$ cat src/rtl/bnn_pkg.sv
// Shared definitions for the binarized-neuron blocks: the controller state
// encoding and the default word geometry.
package bnn_pkg;

  typedef enum logic [1:0] {
    ST_IDLE  = 2'd0,
    ST_ACCUM = 2'd1,
    ST_DONE  = 2'd2
  } state_e;

  localparam int BNN_WIDTH  = 16;
  localparam int BNN_NWORDS = 4;

endpackage

$ cat src/rtl/bnn_popcount.sv
// Combinational population count built as a balanced binary adder tree.
// The input is zero-padded to a power of two so every tree level is full.
module bnn_popcount #(
  parameter  int WIDTH = 16,
  localparam int OUT_W = $clog2(WIDTH + 1)
) (
  input  logic [WIDTH-1:0] bits_i,
  output logic [OUT_W-1:0] count_o
);

  localparam int LEAVES = 1 << $clog2(WIDTH);

  logic [LEAVES-1:0] padded;
  // Heap-ordered tree: node i has children 2i+1 and 2i+2, leaves at the tail.
  logic [OUT_W-1:0]  node [2*LEAVES-1];

  // Sum pairs of nodes bottom-up; no subtree can exceed WIDTH, so OUT_W bits suffice.
  always_comb begin
    // NOTE: every variable assigned in this block gets a value on every path before it is read; otherwise a latch is inferred.
    padded              = '0;
    padded[WIDTH-1:0]   = bits_i;
    for (int i = 0; i < LEAVES; i++) begin
      node[LEAVES-1+i] = OUT_W'(padded[i]);
    end
    for (int i = LEAVES - 2; i >= 0; i--) begin
      node[i] = node[2*i+1] + node[2*i+2];
    end
    count_o = node[0];
  end

endmodule

$ cat src/rtl/xnor_popcount_neuron.sv
// Binarized neuron: accumulates popcount(XNOR(activation, weight)) over
// NWORDS word pairs, then presents the sum and a thresholded output bit.
// Optional build macro POPCOUNT_PIPE_EN registers the popcount before the
// accumulator adder, adding one cycle of latency to the result.
module xnor_popcount_neuron
  import bnn_pkg::*;
#(
  parameter int WIDTH  = BNN_WIDTH,
  parameter int NWORDS = BNN_NWORDS,
  parameter int ACC_W  = $clog2(WIDTH * NWORDS + 1)
) (
  input  logic             CLK,
  input  logic             RST,
  input  logic             START,
  input  logic             IN_VALID,
  output logic             IN_READY,
  input  logic [WIDTH-1:0] IN_ACT,
  input  logic [WIDTH-1:0] IN_W,
  input  logic [ACC_W-1:0] THRESH,
  output logic             OUT_VALID,
  input  logic             OUT_READY,
  output logic [ACC_W-1:0] OUT_SUM,
  output logic             OUT_BIT,
  output logic             BUSY
);

  localparam int PC_W  = $clog2(WIDTH + 1);
  localparam int CNT_W = (NWORDS > 1) ? $clog2(NWORDS) : 1;

  state_e           state_q, state_d;
  logic [ACC_W-1:0] acc_q, acc_d;
  logic [ACC_W-1:0] thresh_q, thresh_d;
  logic [CNT_W-1:0] cnt_q, cnt_d;
  logic [PC_W-1:0]  pc;
  logic             accept;
  logic             last_word;

`ifdef POPCOUNT_PIPE_EN
  logic [PC_W-1:0]  pc_q, pc_d;
  logic             pc_vld_q, pc_vld_d;
  // Set once the final word is staged; blocks further words while it drains.
  logic             drain_q, drain_d;
`endif

  bnn_popcount #(.WIDTH(WIDTH)) u_popcount (
    .bits_i  (~(IN_ACT ^ IN_W)),
    .count_o (pc)
  );

  assign accept    = IN_READY && IN_VALID;
  assign last_word = (cnt_q == CNT_W'(NWORDS - 1));

  // State and datapath registers, cleared asynchronously by RST.
  always_ff @(posedge CLK or posedge RST) begin
    if (RST) begin
      state_q  <= ST_IDLE;
      acc_q    <= '0;
      thresh_q <= '0;
      cnt_q    <= '0;
    end else begin
      // NOTE: sequential state uses non-blocking assignments so all registers update from pre-edge values.
      state_q  <= state_d;
      acc_q    <= acc_d;
      thresh_q <= thresh_d;
      cnt_q    <= cnt_d;
    end
  end

`ifdef POPCOUNT_PIPE_EN
  // Popcount stage register between the XNOR-popcount and the adder.
  always_ff @(posedge CLK or posedge RST) begin
    if (RST) begin
      pc_q     <= '0;
      pc_vld_q <= 1'b0;
      drain_q  <= 1'b0;
    end else begin
      pc_q     <= pc_d;
      pc_vld_q <= pc_vld_d;
      drain_q  <= drain_d;
    end
  end
`endif

  // Next-state and datapath update; START is only honoured in IDLE.
  always_comb begin
    state_d  = state_q;
    acc_d    = acc_q;
    thresh_d = thresh_q;
    cnt_d    = cnt_q;
`ifdef POPCOUNT_PIPE_EN
    pc_d     = pc_q;
    pc_vld_d = 1'b0;
    drain_d  = drain_q;
`endif
    unique case (state_q)
      ST_IDLE: begin
        if (START) begin
          acc_d    = '0;
          cnt_d    = '0;
          thresh_d = THRESH;
          state_d  = ST_ACCUM;
`ifdef POPCOUNT_PIPE_EN
          drain_d  = 1'b0;
`endif
        end
      end
      ST_ACCUM: begin
`ifdef POPCOUNT_PIPE_EN
        if (pc_vld_q) acc_d = acc_q + ACC_W'(pc_q);
        if (accept) begin
          pc_d     = pc;
          pc_vld_d = 1'b1;
          if (last_word) begin
            cnt_d   = '0;
            drain_d = 1'b1;
          end else begin
            cnt_d = cnt_q + 1'b1;
          end
        end
        // The last staged popcount is added on this edge, so the sum is final in DONE.
        if (drain_q) begin
          drain_d = 1'b0;
          state_d = ST_DONE;
        end
`else
        if (accept) begin
          acc_d = acc_q + ACC_W'(pc);
          if (last_word) begin
            cnt_d   = '0;
            state_d = ST_DONE;
          end else begin
            cnt_d = cnt_q + 1'b1;
          end
        end
`endif
      end
      ST_DONE: begin
        if (OUT_READY) state_d = ST_IDLE;
      end
      default: state_d = ST_IDLE;
    endcase
  end

  // Handshake and result outputs decoded from the registered state.
  always_comb begin
`ifdef POPCOUNT_PIPE_EN
    IN_READY  = (state_q == ST_ACCUM) && !drain_q;
`else
    IN_READY  = (state_q == ST_ACCUM);
`endif
    OUT_VALID = (state_q == ST_DONE);
    BUSY      = (state_q != ST_IDLE);
    OUT_SUM   = acc_q;
    // Qualified by DONE so a cleared sum and threshold (0 >= 0) never reads as a firing neuron.
    OUT_BIT   = (state_q == ST_DONE) && (acc_q >= thresh_q);
  end

endmodule

$ cat config.mk
export PLATFORM = sky130hd
export DESIGN_NAME = xnor_popcount_neuron
export DESIGN_NICKNAME = d
export VERILOG_FILES = /design/src/rtl/bnn_pkg.sv /design/src/rtl/bnn_popcount.sv /design/src/rtl/xnor_popcount_neuron.sv
export SDC_FILE = /design/constraint.sdc
export NUM_CORES = 1
export LEC_CHECK = 0
export ABC_AREA = 1
export BUFFER_PORTS_ARGS = -buffer_cell sky130_fd_sc_hd__buf_2
export CAP_MARGIN = 20
export CORE_AREA = 2 2 62 64
export CTS_CLUSTER_DIAMETER = 30
export DETAILED_ROUTE_END_ITERATION = 6
export DIE_AREA = 0 0 64 66
export PLACE_DENSITY = 0.75
export SKIP_CTS_REPAIR_TIMING = 1
export SLEW_MARGIN = 40
export SYNTH_ARGS = -nofsm -noshare
export SYNTH_HDL_FRONTEND = slang
export SYNTH_HIERARCHICAL = 1
export SYNTH_SLANG_ARGS = --single-unit
$ cat constraint.sdc
create_clock -name CLK -period 2 [get_ports CLK]
set_input_delay 0.4 -clock CLK [delete_from_list [all_inputs] [get_ports CLK]]
set_output_delay 0.4 -clock CLK [all_outputs]
set_load 0.01 [all_outputs]
Yosys cells after proc, flatten, opt, wreduce, memory -nomap -nowiden:

Cells that the tools add are included.

* add/subtract/negate cells: 17
* order comparisons: 1
* equality and inequality tests: 7
* muxes and demuxes: 12
* bitwise gates (word level): 2
* reduce and logical (&&, ||, !) cells: 8

Operators by type and width (count)
* $add A5 B5 Y5: 7
* $add A1 B1 Y2: 8
* $not A16 Y16: 1
* $xor A16 B16 Y16: 1
* $mux W2: 7
* $mux W7: 2
* $pmux W7 S2: 1
* $add A7 B5 Y7: 1
* $ge A7 B7 Y1: 1
* $ne A2 B1 Y1 const B: 3
* $pmux W2 S3: 1
* $eq A2 B2 Y1 const B: 2
* $pmux W2 S2: 1
* $reduce_and A4 Y1: 1
* $reduce_bool A2 Y1: 2
* $reduce_and A3 Y1: 1
* $add A2 B1 Y2 const B: 1
* $eq A2 B1 Y1 const B: 1
* $logic_and A1 B1 Y1: 2
* $logic_not A2 Y1: 1
* $ne A2 B2 Y1 const B: 1
* $reduce_and A2 Y1: 1

* register bits after elaboration: 18
* input bits: 44
* output and inout port bits: 11
* logic and storage cells: 51

Longest topological paths before layout:

* depth after elaboration: 9
* gate-level depth with buffers: 21
* gate-level depth less buffers: 21

Hierarchy:

The synthesis kept the hierarchy.

By module, submodules not included
* xnor_popcount_neuron: instances 1, cells each 160, area each 1287.5 um^2, sequential area each 450.4 um^2
* bnn_popcount: instances 1, cells each 43, area each 435.4 um^2, sequential area each 0.0 um^2

Least setup slack after synthesis:

Ideal clock, no wire load.

* kind: input to register
* start: input port IN_ACT[4]
* end: register acc_q[5], in the netlist OUT_SUM[5]
* setup time: 0.119 ns
* arrival: 4.382 ns
* data required time: 1.881 ns
* setup slack: -2.501 ns
* cell stages on the path: 17
* buffers on the path: 0
* cell sequence: xnor2_1 > ha_1 > fa_1 > inv_1 > fa_1 > inv_1 > fa_1 > fa_1 > ha_1 > fa_1 > xor2_1 > ha_1 > or2_2 > nand3_1 > nand2_1 > a21oi_1 > nor2_1

* cells in the longest elaborated chain, start to end: 9

Ends and longest elaborated chain
* start, declared: line xnor_popcount_neuron.sv:17 `input logic [WIDTH-1:0] IN_ACT,`
* $xor A16 B16 Y16: line xnor_popcount_neuron.sv:46 `.bits_i (~(IN_ACT ^ IN_W)),`
* $not A16 Y16: line xnor_popcount_neuron.sv:46
* $add A1 B1 Y2: line bnn_popcount.sv:26 `node[i] = node[2*i+1] + node[2*i+2];`
* $add A5 B5 Y5 (3 in a row): line bnn_popcount.sv:26
* named net pc[2]: line xnor_popcount_neuron.sv:34 `logic [PC_W-1:0] pc;`
* $add A7 B5 Y7: line xnor_popcount_neuron.sv:127 `acc_d = acc_q + ACC_W'(pc);`
* $mux W7: line xnor_popcount_neuron.sv:126 `if (accept) begin`
* $pmux W7 S2: line xnor_popcount_neuron.sv:95 `unique case (state_q)`
* end signal, assigned: line xnor_popcount_neuron.sv:57 `acc_q <= '0;`
* end signal, assigned: line xnor_popcount_neuron.sv:63 `acc_q <= acc_d;`
* end, declared: line xnor_popcount_neuron.sv:31 `logic [ACC_W-1:0] acc_q, acc_d;`

The timed path passes the listed nets, and every way through them passes these cells. The select of a mux whose other input is x is not followed.
A chain may end at the register's enable or synchronous reset.

Worst setup path in the final report:

* start: input port IN_W[4]
* end: register acc_q[6], in the netlist OUT_SUM[6]

* cells in the longest elaborated chain, start to end: 9

Ends and longest elaborated chain
* start, declared: line xnor_popcount_neuron.sv:18 `input logic [WIDTH-1:0] IN_W,`
* $xor A16 B16 Y16: line xnor_popcount_neuron.sv:46
* $not A16 Y16: line xnor_popcount_neuron.sv:46
* $add A1 B1 Y2: line bnn_popcount.sv:26
* $add A5 B5 Y5 (3 in a row): line bnn_popcount.sv:26
* named net pc[4]: line xnor_popcount_neuron.sv:34
* $add A7 B5 Y7: line xnor_popcount_neuron.sv:127
* $mux W7: line xnor_popcount_neuron.sv:126
* $pmux W7 S2: line xnor_popcount_neuron.sv:95

The timed path passes the listed nets, and every way through them passes these cells. The select of a mux whose other input is x is not followed.

==> metrics.md <==
| Metric | Value |
|---|---|
| Final setup margin | `-2440 ps` |
| Min-Delay Path Class | `input pin to async pin` |
| Top cell type's share of synthesized area | `26.14%` |
| Pwr dens | `1900 mW/mm^2` |
| Worst Setup Path Type | `input pin to register` |
| Worst Setup Start Kind | `input pin` |
| Status | `finished, violations left` |
| Reg area | `450.4 um^2` |
| Most common cell after layout, fill and taps aside | `buf_2` |
| Post-Syn Nets | `282` |
| Core area | `0.003551 mm^2` |
| Clk_skew | `5.010 ps` |
| Period utilization | `222.0%` |
| Vias in the first global route | `1295` |
| Final-report setup violation count | `8` |
| Critical Path AT | `4640 ps` |
| Final Wtd Congestion | `0.7696` |
| Largest net degree at the start of global routing | `23` |
| DRT Pass-1 Iters | `4` |
| FILL cells | `323` |
| Post-route cell area | `0.002253 mm^2` |
| Actual slew at the worst max-slew pin | `694.2 ps` |
| Most frequent cells in the layout | `buf_2 (50), inv_1 (36), nand2_1 (26), ha_1 (22), dfrtp_1 (18)` |
| Clk buf depth | `2` |
| Port-buffer cells | `54` |
| Area after DPL | `0.002102 mm^2` |
| Number of distinct library cells after synthesis | `24` |
| Mapped Cells | `203` |
| Critical Path Max Stage Delay | `520 ps` |
| Die height | `66 um` |
| Antenna diodes | `0` |
| Initial drt markers | `22` |
| Leading area contributor after synthesis | `dfrtp_1` |
| Max Freq | `225.2 MHz` |
| CTS clk-pin slew, worst paths | `110 ps` |
| Synth warnings | `6` |
| Row count | `22` |
| Die area | `0.004224 mm^2` |
| Root buffer cell | `clkbuf_4` |
| Final Hold Fails | `0` |
| DR vias | `1487` |
| Crit path top cell by count | `fa_1` |
| CP required | `2200 ps` |
| Relative slew margins | `53.67%` |
| Post-DP HPWL | `2649 um` |
| Clock share of power | `5.5%` |
| DP Cell Count | `308` |
| Synth top area cells | `dfrtp_1 (26%), ha_1 (17%), fa_1 (13%)` |
| Clock Sinks | `18` |
| Initial Utilization | `48.52%` |
| Seq pwr share | `14.4%` |
| Period minus WS final | `4440 ps` |
| Die Width | `64 um` |
| Initial antenna violation count | `0` |
| Final WL | `3290 um` |
| Leakage | `1.247 nW` |
| I/O pins | `55` |
| Max Transition Viols Final | `0` |
| CP Capture Type | `register` |
| Internal power | `2.257 mW` |
| Area of the multi-input gates | `0.001216 mm^2` |
| Worst skew pair latency | `300 ps` |
| Grt ovf | `0` |
| Worst-path maximum fanout | `3` |
| Nets | `345` |
| Synth Cell Area | `0.001723 mm^2` |
| Yosys reg bits | `18` |
| Max stage delay cell, worst path | `fa_1` |
| Switching share of total power | `47.27%` |
| MaxCap Viol Count | `0` |
| TritonCTS Buffers | `3` |
| Worst-path cell chain | `buf_6, xnor2_2, ha_1, fa_1, inv_1, fa_1, inv_1, fa_1, fa_1, ha_4, fa_2, a21oi_2, o21bai_1, ha_1, buf_4, nand3_2, nand2_2, a21oi_1, nor2_1` |
| CTS tree | `built` |
| Non-Filler Instances | `313` |
| Avg Cell Area, Syn | `8.487 um^2` |
| Seq/Total Area, Yosys | `26.14%` |
| Area Overhead vs Synth | `30.79%` |
| Failing checks | `setup timing` |
| Antenna Nets Post-Route | `0` |
| Gr usage total | `16.11%` |
| H-tree levels | `1` |
| Unrepaired setup endpoints after global routing | `true` |
| Post-DR vias/cell | `4.751` |
| Layout cells sized above 1 | `34.72%` |
| Comb power frac | `80.1%` |
| P_sw | `2.024 mW` |
| DR WL/cell | `10.51 um` |
| Worst vdd ir | `1490 uV` |
| # DRC | `0` |
| Global-route wire length before repair | `5409 um` |
[layer usage]
layer / GRT usage [%] / share of wire (%) / vias to the layer above
met3: 1.533 / 5.9 / 4
li1: - / - / 768
met1: 20.13 / 44 / 673
met5: 0 / 0 / -
met2: 29.69 / 49 / 42
met4: 4.076 / 0.64 / 0
[cell type report]
type | instances | share of cell area [%]
timing repair buffer | 60 | 15.27
inverter | 39 | 6.496
tap | 48 | 2.665
clock buffer | 4 | 1.610
sequential | 18 | 19.99
multi-input combinational | 144 | 53.97
[Yosys cell counts]
cell	n
nand4_1	3
nand2_1	31
dfrtp_1	18
nand3_2	1
xnor2_1	16
o21bai_1	1
o21ai_0	6
nor2_1	13
fa_1	11
o21a_1	1
inv_1	39
xor2_1	1
ha_1	24
nand3b_1	1
nand3_1	12
mux2_4	1
nor2_2	1
buf_2	1
nand2_2	1
o211ai_1	1
o22ai_1	1
buf_6	1
or2_2	2
a21oi_1	16
[registers in the layout (all words and copies together), names as in the netlist]
| name | flops |
|---|---|
| cnt_q | 2 |
| thresh_q | 7 |
| state_q | 2 |
| OUT_SUM | 7 |
[final timing paths]
path                          endpoint       start  slack [ps]  cells after the start
max                         OUT_SUM[6]     IN_W[4]       -2440                     19
min                        thresh_q[6]         RST         190                      2
max reg2reg                 OUT_SUM[6]  OUT_SUM[0]         420                     11
min reg2reg                   cnt_q[1]    cnt_q[1]         520                      2
max in group asynchronous   OUT_SUM[1]         RST        1370                      2
min in group CLK           thresh_q[0]   THRESH[0]         320                      2
[power by group through the flow]
stage,combinational (mW),sequential [mW],clock [mW]
2_1_floorplan,2.23,0.616,0
3_3_place_gp,2.93,0.620,0
3_5_place_dp,3.01,0.627,0
4_1_cts,3.04,0.618,0.242
5_1_grt,3.88,0.636,0.255
6_report,3.43,0.615,0.236
[metrics by stage]
| step | worst slack (ps) | power (mW) | util, % | hold WS, ps | TNS, ps |
|---|---|---|---|---|---|
| finish | -2440 | 4.281 | 63.46 | 185.5 | -15570 |
| floorplan | -2449 | 2.843 | - | 338.6 | -15630 |
| global placement | -2694 | 3.555 | 59.20 | 495.0 | -17400 |
| detailed placement | -2748 | 3.640 | 59.20 | 500.7 | -17670 |
| CTS | -2436 | 3.901 | 60.22 | 210.0 | -15490 |
| global route | -2591 | 4.770 | 63.46 | 256.9 | -16520 |
[worst max-delay path, delay by kind of cell]
kind            cells  cell delay, ps
fa+ha+maj           8            3200
compound gates      3             360
buf+inv             4             350
simple gates        3             200
xor+xnor            1             120
[kinds of logic (layout without fill, tap and decap cells)]
family                   after synthesis  after routing  share of synthesized area [%]
AND/OR/NAND/NOR                       65             65                          16.63
XOR/XNOR                              17             17                          8.642
adder cells (fa/ha/maj)               35             35                          30.21
flip-flops                            18             18                          26.14
buffers and inverters                 41            103                          9.440
multiplexers                           1              1                         0.8712
AO/OA/AOI/OAI                         26             26                          8.062
Power figures use the tool's default switching activity.
